`src/rtl/sat_counter.sv`:
```
// Up-counter that sticks at its all-ones value instead of wrapping.
module sat_counter #(
  parameter int CNT_W = 16
) (
  input  logic             clk,
  input  logic             rst,
  input  logic             inc,
  output logic [CNT_W-1:0] count
);

  logic [CNT_W-1:0] count_q;

  always_ff @(posedge clk) begin
    if (rst) begin
      count_q <= '0;
    end else if (inc && (count_q != {CNT_W{1'b1}})) begin
      count_q <= count_q + 1'b1;
    end
  end

  assign count = count_q;

endmodule

```
`config.mk`:
```
export PLATFORM = sky130hd
export DESIGN_NAME = sat_counter
export DESIGN_NICKNAME = d
export VERILOG_FILES = /design/src/rtl/sat_counter.sv
export SDC_FILE = /design/constraint.sdc
export NUM_CORES = 1
export LEC_CHECK = 0
export BUFFER_PORTS_ARGS = -buffer_cell sky130_fd_sc_hd__buf_2
export CAP_MARGIN = 20
export CORE_ASPECT_RATIO = 1.5
export CORE_MARGIN = 2
export CORE_UTILIZATION = 30
export CTS_CLUSTER_DIAMETER = 120
export DETAILED_ROUTE_END_ITERATION = 12
export HOLD_SLACK_MARGIN = 0.08
export PLACE_DENSITY = 0.47
export SLEW_MARGIN = 15
export SYNTH_ARGS = -nofsm -noshare
export SYNTH_HDL_FRONTEND = slang
export SYNTH_SLANG_ARGS = --single-unit
```
`constraint.sdc`:
```
create_clock -name clk -period 1.89 [get_ports clk]
set_input_delay 0.0945 -clock clk [delete_from_list [all_inputs] [get_ports clk]]
set_output_delay 0.0945 -clock clk [all_outputs]
set_load 0.01 [all_outputs]
```
Word level (Yosys, flattened, before mapping)
Cells that the tools add are included.
{"block": "op_classes", "eq_ne": 1, "n_addsub": 1, "n_bitwise": 0, "shift": 0, "div": 0, "reduce_logical": 1, "n_mux": 0, "multipliers": 0, "magnitude_cmp": 0}
{"operator": "adder 16 x 1 -> 16 bit (second input constant)", "n": 1}
{"operator": "inequality test 16 bit (second input constant)", "n": 1}
{"operator": "logical AND 1 bit", "n": 1}
{"block": "totals", "wordCells": 4, "latch_bits": 0, "inputBits": 3, "memories": 0, "romBits": 0, "ramBits": 0, "regBits": 16}

Depth between registers and ports, before layout
{"block": "depth", "depth_word": 2, "ltp_mapped": 6, "depth_no_buf": 5}

Worst setup path after synthesis
Ideal clock, no wire load.
{"block": "synth_timing", "path_type": "reg-to-reg", "from": "register count_q[5], in the netlist count[5]", "to": "register count_q[15], in the netlist count[15]", "period_less_slack_ns": 1.660, "slack_ns": 0.230, "stages_incl_launch_ff": 5, "setup_time_ns": 0.070, "arrival_time_ns": 1.590, "cell_sequence": "dfxtp_1 > nand4_4 > or4_1 > or4_1 > a21oi_1"}
{"block": "synth_via", "elab_chain_len": 2, "elab_cells_between_ends": 3, "cone_classes": "1 x add/sub; 1 x eq/ne; 1 x reduce/logical"}
{"item": "start, declared", "line_no": "11", "text": "logic [CNT_W-1:0] count_q;"}
{"item": "start signal, assigned", "line_no": "17", "text": "count_q <= count_q + 1'b1;"}
{"item": "branches (longest 2 deep; another with adder 16 x 1 -> 16 bit)"}
Parallel ways; which one is timed is not known.
A chain may end at the register's enable or synchronous reset.

Final worst setup path
Ends and elaborated chain as after synthesis.

==> metrics.txt <==
number of antenna violations at the first check in global routing 0; switching fraction of total power 0.203; effective utilization at floorplan 0.317; All-Layer GR Usage 0.137; fraction of synthesized cell area in xor and xnor cells 0.0206; headroom to the max-slew limit 0.583; global placer's final weighted congestion 0.758; setup repair after global routing missed its margin no; vias in the first global route 761; number of instances in the placed design 155; Core ar. 2680 um^2; kind of critical path register to register; PortBufs 18; # Post-CTS Setup Buffers 0; Clock Pin Slew Worst Setup and Hold Paths 0.06 ns; Leakage 0.408 nW; clock insertion delay at the later pin of the skew report 0.25 ns; total nets after synthesis 103; Sequential Power Share 0.515; routed length per placed instance 13.0 um; total CTS buffers 3; final clock period utilization by the worst path 0.931; final non-filler cell total 159; Post-Synth Simple-Gate Area 0.364; number of diodes added for antenna fixing 0; final worst clock skew 0.00337 ns; Final Max Slew Viols 0; detailed placement HPWL 1550 um; Hold Fails Final Rpt 0; worst slew pin tran 0.617 ns; Layout Utilization 0.396; sequential cell area fraction in the yosys report 0.378; first-pass GRT wire length 3330 um; clock tree sinks 16; number of routed nets with antenna violations 0; # fillers 293; die outline height 69.1 um; largest net degree at the start of global routing 18; Std-Cell Rows 23; result of the run complete, no violations; fraction of layout instances using a drive strength above 1 0.254; total of max-cap violations 0; number of register bits inferred by synthesis 16; Yosys warning count 0; wire length reported by the detailed router 2060 um; gr ovfl total 0; depth of the worst hold-timing path 3; DRC violation count after routing 0; power density over cell area 630 nW/um^2; total net switching power 0.136 mW; number of optimization iterations in the first detailed-route pass 4; Synth Instances 99; Mean Syn Cell Area 8.57 um^2; area growth from synthesis to layout 25.1%; worst IR drop on VDD 0.000307 V; Worst setup SP type register; Worst EP arrival 1.94 ns; number of flip-flops in the largest register 16; area share of fa/ha/maj cells after synthesis 0.0147; fraction of synthesized area in multiplexers 0.0251; clock tree from TritonCTS yes; kind of end point of the critical path register; setup TNS 0 ns; post-CTS sizing 0; fmax 0.568 GHz; Cell Area, Synth 848 um^2; Power Internal 0.533 mW; Worst Reg-to-Reg Cells 4; vias 822; H-tree level count 1; Hold Worst Slack 0.174 ns; horizontal extent of the die 47.4 um; Compound-Gate Fraction of Synth Area 0.165; placement-stage worst setup slack 0.141 ns; area of the die 3280 um^2; CP Data Required Time 2.07 ns; least setup slack across all paths after layout 0.130 ns; min-delay worst type primary input to register; final critical delay including setup and external delays 1.76 ns; post-detailed-route via-to-cell ratio 5.17; Max Fanout on Critical Path 7; Netlist cell types 31; largest family of logic cells by synthesized area simple AND/OR/NAND/NOR gates; cts hold-fix bufs 0; Clk Tree Root Cell clkbuf_8; final-report setup violation count 0; combinational group share of total power 0.034; I/O pin count 19; Clock power frac 0.451; number of DRC markers after the initial detailed-route iteration 16; layout net count 127; maximum root-to-sink buffer count 2
==> power by group through the flow <==
| stage | combinational, mW | sequential (mW) | clock (mW) |
|---|---|---|---|
| floorplan | 0.0123 | 0.353 | 0 |
| global placement | 0.0234 | 0.352 | 0 |
| detailed placement | 0.0233 | 0.352 | 0 |
| CTS | 0.0233 | 0.344 | 0.317 |
| global route | 0.0258 | 0.344 | 0.328 |
| finish | 0.0227 | 0.344 | 0.302 |
==> area by class of cell <==
cell class,instances,area [um^2],share of cell area
inverters,3,11.3,0.0106
clock buffers,4,55.1,0.0519
repair buffers,23,128,0.120
multi-input cells,76,500,0.472
flip-flops and latches,16,320,0.302
well taps,37,46.3,0.0436
==> metal layers <==
layer	vias to the layer above	track usage	part of all wire
li1	426	-	-
met1	383	0.174	0.48
met2	11	0.212	0.48
met3	2	0.0262	0.026
met4	0	0.0648	0.0092
met5	-	0	0
==> cells by family after synthesis <==
logic type,after synthesis
AND/OR/NAND/NOR,48
adder cells (fa/ha/maj),1
XOR/XNOR,2
flip-flops,16
AO/OA/AOI/OAI,23
multiplexers,2
buffers and inverters,7
==> worst max-delay path: stages (launching register included) <==
cell	delay [ns]
dfxtp_1	0.47
nand4_4	0.19
or4_1	0.45
or4_1	0.42
a21oi_1	0.16
==> per-stage QoR <==
| step | area [um^2] | total power [mW] |
|---|---|---|
| after floorplan | 848 | 0.365 |
| after global placement | 1010 | 0.375 |
| after detailed placement | 1010 | 0.375 |
| after CTS | 1060 | 0.684 |
| after global routing | 1060 | 0.698 |
| final | 1060 | 0.668 |
==> cells in the mapped netlist, drive strengths merged <==
library cell  count  area [um^2]
a21oi            10         50.1
and3              1         6.26
and4              3         26.3
buf               2         8.75
clkbuf            2         7.51
dfxtp            16          320
ha                1         12.5
inv               3         11.3
mux2              1         11.3
mux2i             1         10.0
nand2             7         28.8
nand3             6         30.0
nand3b            1         7.51
nand4             4         40.0
nor2              6         22.5
nor2b             2         12.5
nor3              4         20.0
nor4              3         33.8
nor4bb            1         10.0
o21a              1         7.51
o21ai             4         20.0
o311ai            1         8.76
o31ai             6         45.0
o41ai             1         8.76
or3               3         18.8
or4               7         52.6
xnor2             2         17.5
==> cells in the final DEF, fill, tap and decap left out <==
| cell type | synthesis | layout |
|---|---|---|
| dfxtp_1 | 16 | 16 |
| or3_1 | 3 | 3 |
| nor2b_1 | 2 | 2 |
| o311ai_0 | 1 | 1 |
| nor3_1 | 4 | 4 |
| mux2_2 | 1 | 1 |
| nand2_1 | 6 | 6 |
| nand4_4 | 1 | 1 |
| o41ai_1 | 1 | 1 |
| ha_1 | 1 | 1 |
| o31ai_1 | 6 | 6 |
| nand4_1 | 3 | 3 |
| nand3b_1 | 1 | 1 |
| or4_1 | 7 | 7 |
| o21ai_0 | 4 | 4 |
| buf_2 | 1 | 18 |
| xnor2_1 | 2 | 2 |
| nand2_2 | 1 | 1 |
| clkbuf_8 | 0 | 4 |
| buf_4 | 0 | 5 |
| and4_1 | 3 | 3 |
| inv_1 | 3 | 3 |
| nor2_1 | 6 | 6 |
| mux2i_1 | 1 | 1 |
| nand3_1 | 6 | 6 |
| nor4bb_1 | 1 | 1 |
| nor4_1 | 2 | 2 |
| and3_1 | 1 | 1 |
| a21oi_1 | 10 | 10 |
| nor4_4 | 1 | 1 |
| o21a_1 | 1 | 1 |
==> worst paths after layout <==
check	start	endpoint	slack, ns
min	inc	count[1]	0.17
min reg2reg	count[1]	count[1]	0.53
max reg2reg	count[5]	count[15]	0.13
max	count[5]	count[15]	0.13
No activity file was read; power rests on OpenSTA's default activity.
